--- config.mk ---
export PLATFORM = sky130hd
export DESIGN_NAME = mmio_bridge
export DESIGN_NICKNAME = d
export VERILOG_FILES = /design/src/rtl/mmio_bridge.sv
export SDC_FILE = /design/constraint.sdc
export NUM_CORES = 1
export LEC_CHECK = 0
export CORE_MARGIN = 5
export CORE_UTILIZATION = 42
export DETAILED_ROUTE_END_ITERATION = 8
export PLACE_DENSITY = 0.79
export SLEW_MARGIN = 25
export SYNTH_ARGS = -nofsm -noshare
export SYNTH_HDL_FRONTEND = slang
export SYNTH_SLANG_ARGS = --single-unit
--- constraint.sdc ---
create_clock -name clk -period 2.45 [get_ports clk]
set_input_delay 0.49 -clock clk [delete_from_list [all_inputs] [get_ports clk]]
set_output_delay 0.49 -clock clk [all_outputs]
set_load 0.05 [all_outputs]
--- src/rtl/mmio_bridge.sv ---
// mmio_bridge
//   Registers a single CPU load/store access, decodes the peripheral window
//   (addr[15:12] == PERIPH_BASE) and drives the peripheral bus until it
//   signals ready or the access times out. Completion is a one-cycle
//   acknowledge with read data and an error flag; errors are counted.
//
// Ports
//   clk        system clock, rising edge
//   rst        synchronous reset, active-low
//   cpu_req    single-cycle access strobe; cpu_addr/cpu_we/cpu_wdata valid with it
//   cpu_rdata  read data, valid while cpu_ack=1 (holds otherwise)
//   cpu_ack    one-cycle completion pulse
//   cpu_err    error flag (window miss or timeout), valid while cpu_ack=1
//   busy       1 whenever the bridge is not idle
//   pb_addr    registered bus address
//   pb_sel     bus select, high for the whole bus access
//   pb_we      bus write strobe
//   pb_re      bus read strobe
//   pb_wdata   registered bus write data
//   pb_rdata   bus read data
//   pb_rdy     bus ready (combinational from the bus)
//   err_count  saturating count of error completions
module mmio_bridge #(
    parameter logic [3:0]  PERIPH_BASE    = 4'h8,
    parameter int unsigned TIMEOUT_CYCLES = 16
) (
    input  logic        clk,
    input  logic        rst,
    input  logic        cpu_req,
    input  logic [15:0] cpu_addr,
    input  logic        cpu_we,
    input  logic [15:0] cpu_wdata,
    output logic [15:0] cpu_rdata,
    output logic        cpu_ack,
    output logic        cpu_err,
    output logic        busy,
    output logic [15:0] pb_addr,
    output logic        pb_sel,
    output logic        pb_we,
    output logic        pb_re,
    output logic [15:0] pb_wdata,
    input  logic [15:0] pb_rdata,
    input  logic        pb_rdy,
    output logic [7:0]  err_count
);

    typedef enum logic [1:0] {
        IDLE   = 2'd0,
        ACCESS = 2'd1,
        RESP   = 2'd2
    } state_t;

    localparam logic [7:0] TO_LAST = 8'(TIMEOUT_CYCLES - 1);

    state_t      state_q;
    logic [7:0]  cnt_q;
    logic        wr_q;
    logic [15:0] cpu_rdata_q;
    logic        cpu_ack_q;
    logic        cpu_err_q;
    logic [15:0] pb_addr_q;
    logic        pb_sel_q;
    logic        pb_we_q;
    logic        pb_re_q;
    logic [15:0] pb_wdata_q;
    logic [7:0]  err_count_q;

    logic        win_hit;
    logic [7:0]  err_count_d;

    assign win_hit = (cpu_addr[15:12] == PERIPH_BASE);

    always_comb begin
        err_count_d = err_count_q;
        if (err_count_q != 8'hFF) begin
            err_count_d = err_count_q + 8'd1;
        end
    end

    // Outputs are registered: each one is set on the edge that enters the
    // state in which it must be visible, and cleared on the edge that leaves it.
    always_ff @(posedge clk) begin
        if (!rst) begin
            state_q     <= IDLE;
            cnt_q       <= '0;
            wr_q        <= 1'b0;
            cpu_rdata_q <= '0;
            cpu_ack_q   <= 1'b0;
            cpu_err_q   <= 1'b0;
            pb_addr_q   <= '0;
            pb_sel_q    <= 1'b0;
            pb_we_q     <= 1'b0;
            pb_re_q     <= 1'b0;
            pb_wdata_q  <= '0;
            err_count_q <= '0;
        end else begin
            cpu_ack_q <= 1'b0;
            cpu_err_q <= 1'b0;
            case (state_q)
                IDLE: begin
                    if (cpu_req) begin
                        pb_addr_q  <= cpu_addr;
                        wr_q       <= cpu_we;
                        pb_wdata_q <= cpu_wdata;
                        cnt_q      <= '0;
                        if (win_hit) begin
                            state_q  <= ACCESS;
                            pb_sel_q <= 1'b1;
                            pb_we_q  <= cpu_we;
                            pb_re_q  <= !cpu_we;
                        end else begin
                            state_q     <= RESP;
                            cpu_ack_q   <= 1'b1;
                            cpu_err_q   <= 1'b1;
                            cpu_rdata_q <= '0;
                        end
                    end
                end
                ACCESS: begin
                    if (pb_rdy) begin
                        state_q     <= RESP;
                        pb_sel_q    <= 1'b0;
                        pb_we_q     <= 1'b0;
                        pb_re_q     <= 1'b0;
                        cpu_ack_q   <= 1'b1;
                        cpu_err_q   <= 1'b0;
                        cpu_rdata_q <= wr_q ? 16'h0000 : pb_rdata;
                    end else if (cnt_q == TO_LAST) begin
                        state_q     <= RESP;
                        pb_sel_q    <= 1'b0;
                        pb_we_q     <= 1'b0;
                        pb_re_q     <= 1'b0;
                        cpu_ack_q   <= 1'b1;
                        cpu_err_q   <= 1'b1;
                        cpu_rdata_q <= '0;
                    end else begin
                        cnt_q <= cnt_q + 8'd1;
                    end
                end
                RESP: begin
                    state_q <= IDLE;
                    // cpu_err_q is only ever high during RESP
                    if (cpu_err_q) begin
                        err_count_q <= err_count_d;
                    end
                end
                default: state_q <= IDLE;
            endcase
        end
    end

    assign cpu_rdata = cpu_rdata_q;
    assign cpu_ack   = cpu_ack_q;
    assign cpu_err   = cpu_err_q;
    assign busy      = (state_q != IDLE);
    assign pb_addr   = pb_addr_q;
    assign pb_sel    = pb_sel_q;
    assign pb_we     = pb_we_q;
    assign pb_re     = pb_re_q;
    assign pb_wdata  = pb_wdata_q;
    assign err_count = err_count_q;

endmodule

Yosys cells after proc, flatten, opt, wreduce, memory -nomap -nowiden
Index checks and enable logic that the tools add are counted.
{"block": "op_classes", "n_addsub": 2, "n_mul": 0, "div": 0, "n_lt_le_gt_ge": 0, "n_eq_ne": 11, "shift": 0, "muxes": 33, "bitwise_logic": 0, "reduce_logical": 10}
{"op": "16-bit 2-to-1 mux", "n": 5}
{"op": "16-bit case mux with 2 select lines", "n": 1}
{"op": "8-bit 2-to-1 mux", "n": 3}
{"op": "8-bit by 1-bit adder with 8-bit output (second input constant)", "n": 2}
{"op": "8-bit case mux with 2 select lines", "n": 1}
{"op": "1-bit 2-to-1 mux", "n": 13}
{"op": "4-bit AND reduction", "n": 3}
{"op": "2-bit != test (second input constant)", "n": 5}
{"op": "1-bit case mux with 2 select lines", "n": 5}
{"op": "8-bit by 4-bit equality test with 1-bit output (second input constant)", "n": 1}
{"op": "2-bit 2-to-1 mux", "n": 4}
{"op": "8-bit != test (second input constant)", "n": 1}
{"op": "4-bit equality test (second input constant)", "n": 1}
{"op": "2-bit case mux with 2 select lines", "n": 1}
{"op": "2-bit AND reduction", "n": 2}
{"op": "2-bit nonzero test", "n": 2}
{"op": "3-bit != test (second input constant)", "n": 1}
{"op": "3-bit AND reduction", "n": 1}
{"op": "2-bit by 1-bit equality test with 1-bit output (second input constant)", "n": 1}
{"op": "2-bit equality test (second input constant)", "n": 1}
{"op": "2-bit logical NOT", "n": 1}
{"op": "1-bit logical NOT", "n": 1}
{"block": "word_totals", "reg_bits": 72, "latchBits": 0, "mem_bits_rw": 0, "rom_bits": 0, "input_bits": 53, "output_inout_bits": 62, "word_cells": 68, "mem_count": 0}

Logic depth before layout (Yosys ltp)
{"block": "depth", "word_depth": 4, "depth_mapped": 6}

Worst setup path after synthesis
Ideal clock, no wire load.
{"block": "synth_path", "path_type": "register to register", "startpoint": "reg state_q[1]", "endpoint": "reg cnt_q[2]", "setup_time_ps": 121, "arrival_time_ps": 1732, "required_ps": 2329, "setup_slack_ps": 598, "stages_incl_launch_ff": 6, "path_buffers": 1, "path_cell_list": "dfxtp_1 > clkbuf_1 > or2_1 > nor2_1 > o21ai_1 > mux2_2"}
{"block": "synth_between", "elab_chain_cells": 3, "elab_cells_between_ends": 8, "classes_between": "eq/ne (4); mux (1); reduce/logical (3)"}
{"element": "start: declaration", "line": "55", "rtl": "state_t state_q;"}
{"element": "start signal: assignment", "line": "84", "rtl": "state_q <= IDLE;"}
{"element": "start signal: assignment", "line": "107", "rtl": "state_q <= ACCESS;"}
{"element": "start signal: assignment", "line": "112", "rtl": "state_q <= RESP;"}
{"element": "2-bit by 1-bit equality test with 1-bit output / 2-bit logical NOT (equally long branches)", "line": "99", "rtl": "case (state_q)"}
{"element": "2-bit != test (no line) / 2-bit nonzero test (equally long branches)"}
{"element": "4-bit AND reduction (no line)"}
{"element": "end signal: assignment", "line": "137", "rtl": "cnt_q <= cnt_q + 8'd1;"}
{"element": "end: declaration", "line": "56", "rtl": "logic [7:0] cnt_q;"}
Parallel ways exist; a longest one is shown, timed or not.
A chain may end at the register's enable or synchronous reset.

Worst setup path in the final report
{"block": "layout_path", "startpoint": "reg err_count_q[2] (netlist: err_count[2])", "endpoint": "out err_count[2]"}
{"element": "start: declaration", "line": "66", "rtl": "logic [7:0] err_count_q;"}
{"element": "start signal: assignment", "line": "144", "rtl": "err_count_q <= err_count_d;"}
{"element": "end: declaration", "line": "44", "rtl": "output logic [7:0] err_count"}
No word-level cell between the ends.

==> summary.md <==
| Metric | Value |
|---|---|
| Synth-to-Final Area Change | `52.6%` |
| Slew Limit Fails | `0` |
| Global-route wire length before repair | `11900 um` |
| Post-synthesis async set-or-reset flop share | `0` |
| Worst path required time | `1960 ps` |
| Total grt overflow | `0` |
| Final WL | `7410 um` |
| Core area | `0.00639 mm2` |
| Top FF cell, synth | `dfxtp_1` |
| Hold Path End | `pb_wdata[6]` |
| Worst setup margin | `344 ps` |
| DRC Markers | `0` |
| CTS Buf Count | `9` |
| Worst Setup End Kind | `output pin` |
| Antenna Nets Post-Route | `0` |
| Unrepaired setup endpoints after global routing | `false` |
| Syn. warnings | `0` |
| Setup Skew | `8.32 ps` |
| Clock tree buffer depth | `2` |
| Switch share | `0.254` |
| Internal | `0.00206 W` |
| Clock share of power | `0.397` |
| CTS tree | `yes` |
| Final Hold Fails | `0` |
| Register area share after synthesis | `0.518` |
| Routed WL per cell | `14.5 um` |
| Htree depth | `3` |
| CP startpoint kind | `flop` |
| Met3 usage | `0.0793` |
| Final setup fails | `0` |
| Max Clock Freq | `475 MHz` |
| Setup TNS | `0 ps` |
| Reg2Reg Depth | `5` |
| Post-Syn Instances | `315` |
| Worst path bufs/invs | `1` |
| Vias in the first global route | `2433` |
| Reg2reg end | `cpu_rdata[11]` |
| Critical path class | `reg2out` |
| Slew @ Worst Pin | `544 ps` |
| Combinational Power Share | `0.157` |
| Final worst-path cycle share | `0.860` |
| Complex-gate fraction of the synthesized area | `0.194` |
| Reg-to-Reg Start | `state_q[0]` |
| Syn_nets | `370` |
| Cts hold-fix bufs | `0` |
| Largest stage delay, worst path | `840 ps` |
| Worst slack, placed | `67.9 ps` |
| Die area | `0.00836 mm2` |
| Initial antenna violation count | `0` |
| Ratio of cells with drive above 1 in the final layout | `0.0688` |
| Grt met1 use | `0.216` |
| Max-Slew Margin vs Limit | `0.636` |
| Post-synth EDFFs | `0` |
| RD Place Congestion | `0.829` |
| Hold Path Class | `reg2reg` |
| Initial DRC Count | `146` |
| Clock Sinks | `72` |
| Die Width | `91.4 um` |
| Dpl hpwl | `5330 um` |
| Flop-to-flop setup slack | `550 ps` |
| Average size of a mapped cell | `8.84 um2` |
| Synth Area in XOR/XNOR | `0.0126` |
| CP Cell Sequence | `clkdlybuf4s50_1` |
| Count of different cell masters after synthesis | `48` |
| Largest net degree at the start of global routing | `42` |
| Synth Area in Simple Gates | `0.215` |
| Slowest cell on the critical path | `clkdlybuf4s50_1` |
| Peak VDD IR | `0.374 mV` |
| Grt peak-use layer | `met2` |
| CP Max Fanout | `6` |
| M2 GR Usage | `0.267` |
| Outcome | `complete, no violations` |
| Static Leakage | `1.57 nW` |
| Worst-path clk slew | `80 ps` |
| Crit. path cell count | `1` |
| Minimum clock period | `2110 ps` |
| CTS resizes | `0` |
| Power density over the cells | `650 mW/mm2` |
| Flop and latch count out of synthesis | `72` |
| Adder-Cell Fraction of Synth Area | `0.00898` |
| Sequential share of power | `0.446` |
| CP top delay family | `buffers and inverters` |
| Synthesized area | `0.00279 mm2` |
| Post-synthesis mux area share | `0.0184` |
| Post-CTS Setup Inserts | `0` |
| First-pass DRT Iterations | `5` |
| Die height | `91.4 um` |
| Max_cap viols | `0` |
| Row cnt | `29` |
| Nets | `486` |
| Sw Pwr | `0.000703 W` |
| I/O Buffers | `114` |
| Hold Startpoint | `pb_wdata[6]` |
| Total track usage | `0.175` |
| N_diodes | `0` |
| Hold depth | `2` |
| Via count | `2647` |
| Initial Util | `0.436` |
| Root Driver | `clkbuf_8` |
| Via/cell ratio | `5.16` |
| Filler instances | `531` |
| Io pins | `115` |
| Clk_lat worst skew | `330 ps` |
| Largest family of logic cells by synthesized area | `simple AND/OR/NAND/NOR gates` |
| WP data arrival | `1620 ps` |
sequential cells by signal, indices dropped and copies added (netlist names):
signal	count
cnt_q	8
cpu_ack	1
cpu_err	1
cpu_rdata	16
err_count	8
pb_addr	16
pb_re	1
pb_sel	1
pb_wdata	16
pb_we	1
state_q	2
wr_q	1
logic make-up (layout without fill, tap and decap cells):
family                   count (synthesis)  in the layout
AO/OA/AOI/OAI                           81             81
XOR/XNOR                                 4              4
adder cells (fa/ha/maj)                  2              2
buffers and inverters                   21            142
flip-flops                              72             72
multiplexers                             5              5
AND/OR/NAND/NOR                        130            130
synth_stat cells (2+ instances only):
cell type / count / share of area
nand3_1: 8 / 0.014
nor2b_1: 2 / 0.0045
dfxtp_1: 72 / 0.52
a21oi_1: 42 / 0.075
o21ai_0: 6 / 0.011
nand2b_1: 4 / 0.0090
ha_1: 2 / 0.0090
or3_1: 2 / 0.0045
clkbuf_1: 15 / 0.020
or4_1: 2 / 0.0054
nand4_1: 4 / 0.0090
mux2i_1: 4 / 0.014
o41ai_1: 2 / 0.0063
buf_6: 2 / 0.0081
xnor2_1: 3 / 0.0094
a22o_1: 16 / 0.050
a31oi_1: 2 / 0.0045
nor3_1: 2 / 0.0036
inv_1: 3 / 0.0040
o31ai_1: 2 / 0.0054
nand2_1: 77 / 0.10
or2_1: 2 / 0.0045
nor2_1: 15 / 0.020
and3_1: 2 / 0.0045
cell type report:
cell class	count	area [um2]	share of cell area
sequential	72	1440	0.339
multi-input combinational	222	1260	0.296
tap	77	96.3	0.0227
inverter	4	15.0	0.00353
timing repair buffer	122	1200	0.283
clock inverter	6	108	0.0253
clock buffer	10	128	0.0300
layer usage:
layer | vias to the layer above | part of all wire
li1 | 1338 | -
met2 | 102 | 0.44
met4 | 0 | 0.0084
met3 | 5 | 0.11
met5 | - | 0
met1 | 1202 | 0.44
power groups by stage:
stage               Clock, W  Sequential [W]  Combinational [W]
floorplan                  0         0.00139           0.000113
global placement           0         0.00126           0.000432
detailed placement         0         0.00126           0.000435
CTS                  0.00113         0.00123           0.000437
global route         0.00120         0.00124           0.000459
finish               0.00110         0.00123           0.000433
worst max-delay path by stage:
stage | start | endpoint | slack [ps]
floorplan | state_q[1] | cnt_q[2] | 600
global placement | pb_rdy | cpu_rdata[1] | 170
global route | err_count[2] | err_count[2] | 260
CTS | state_q[1] | busy | 40
detailed placement | pb_rdy | cpu_rdata[11] | 70
finish | err_count[2] | err_count[2] | 340
cells in the final DEF (no fill, tap or decap), types with 2 or more instances in the layout:
| master | n |
|---|---|
| clkdlybuf4s50_1 | 113 |
| nand2_1 | 77 |
| dfxtp_1 | 72 |
| a21oi_1 | 42 |
| a22o_1 | 16 |
| nor2_1 | 14 |
| clkbuf_8 | 9 |
| nand3_1 | 8 |
| buf_4 | 8 |
| o21ai_0 | 6 |
| nand4_1 | 4 |
| mux2i_1 | 4 |
| nand2b_1 | 4 |
| inv_1 | 3 |
| xnor2_1 | 3 |
| bufinv_16 | 3 |
| or2_1 | 2 |
| or3_1 | 2 |
| a31oi_1 | 2 |
| nor2b_1 | 2 |
| o31ai_1 | 2 |
| or4_1 | 2 |
| o41ai_1 | 2 |
| and3_1 | 2 |
| ha_1 | 2 |
| clkinv_2 | 2 |
worst register-to-register path: stages (launching register included):
cell and delay (ps):
dfxtp_1 330, buf_4 170, nor3b_1 470, o21ai_4 190, a31oi_4 480, a22o_1 210
per-stage QoR:
stage	utilization	area, um2	power, W	std cells	hold WS [ps]
floorplan	-	2790	0.00150	315	437
detailed placement	0.628	4010	0.00169	497	446
global placement	0.628	4010	0.00169	497	440
CTS	0.665	4250	0.00280	513	457
global route	0.665	4250	0.00290	513	478
finish	0.665	4250	0.00276	513	456
No activity file was read; power rests on OpenSTA's default activity.
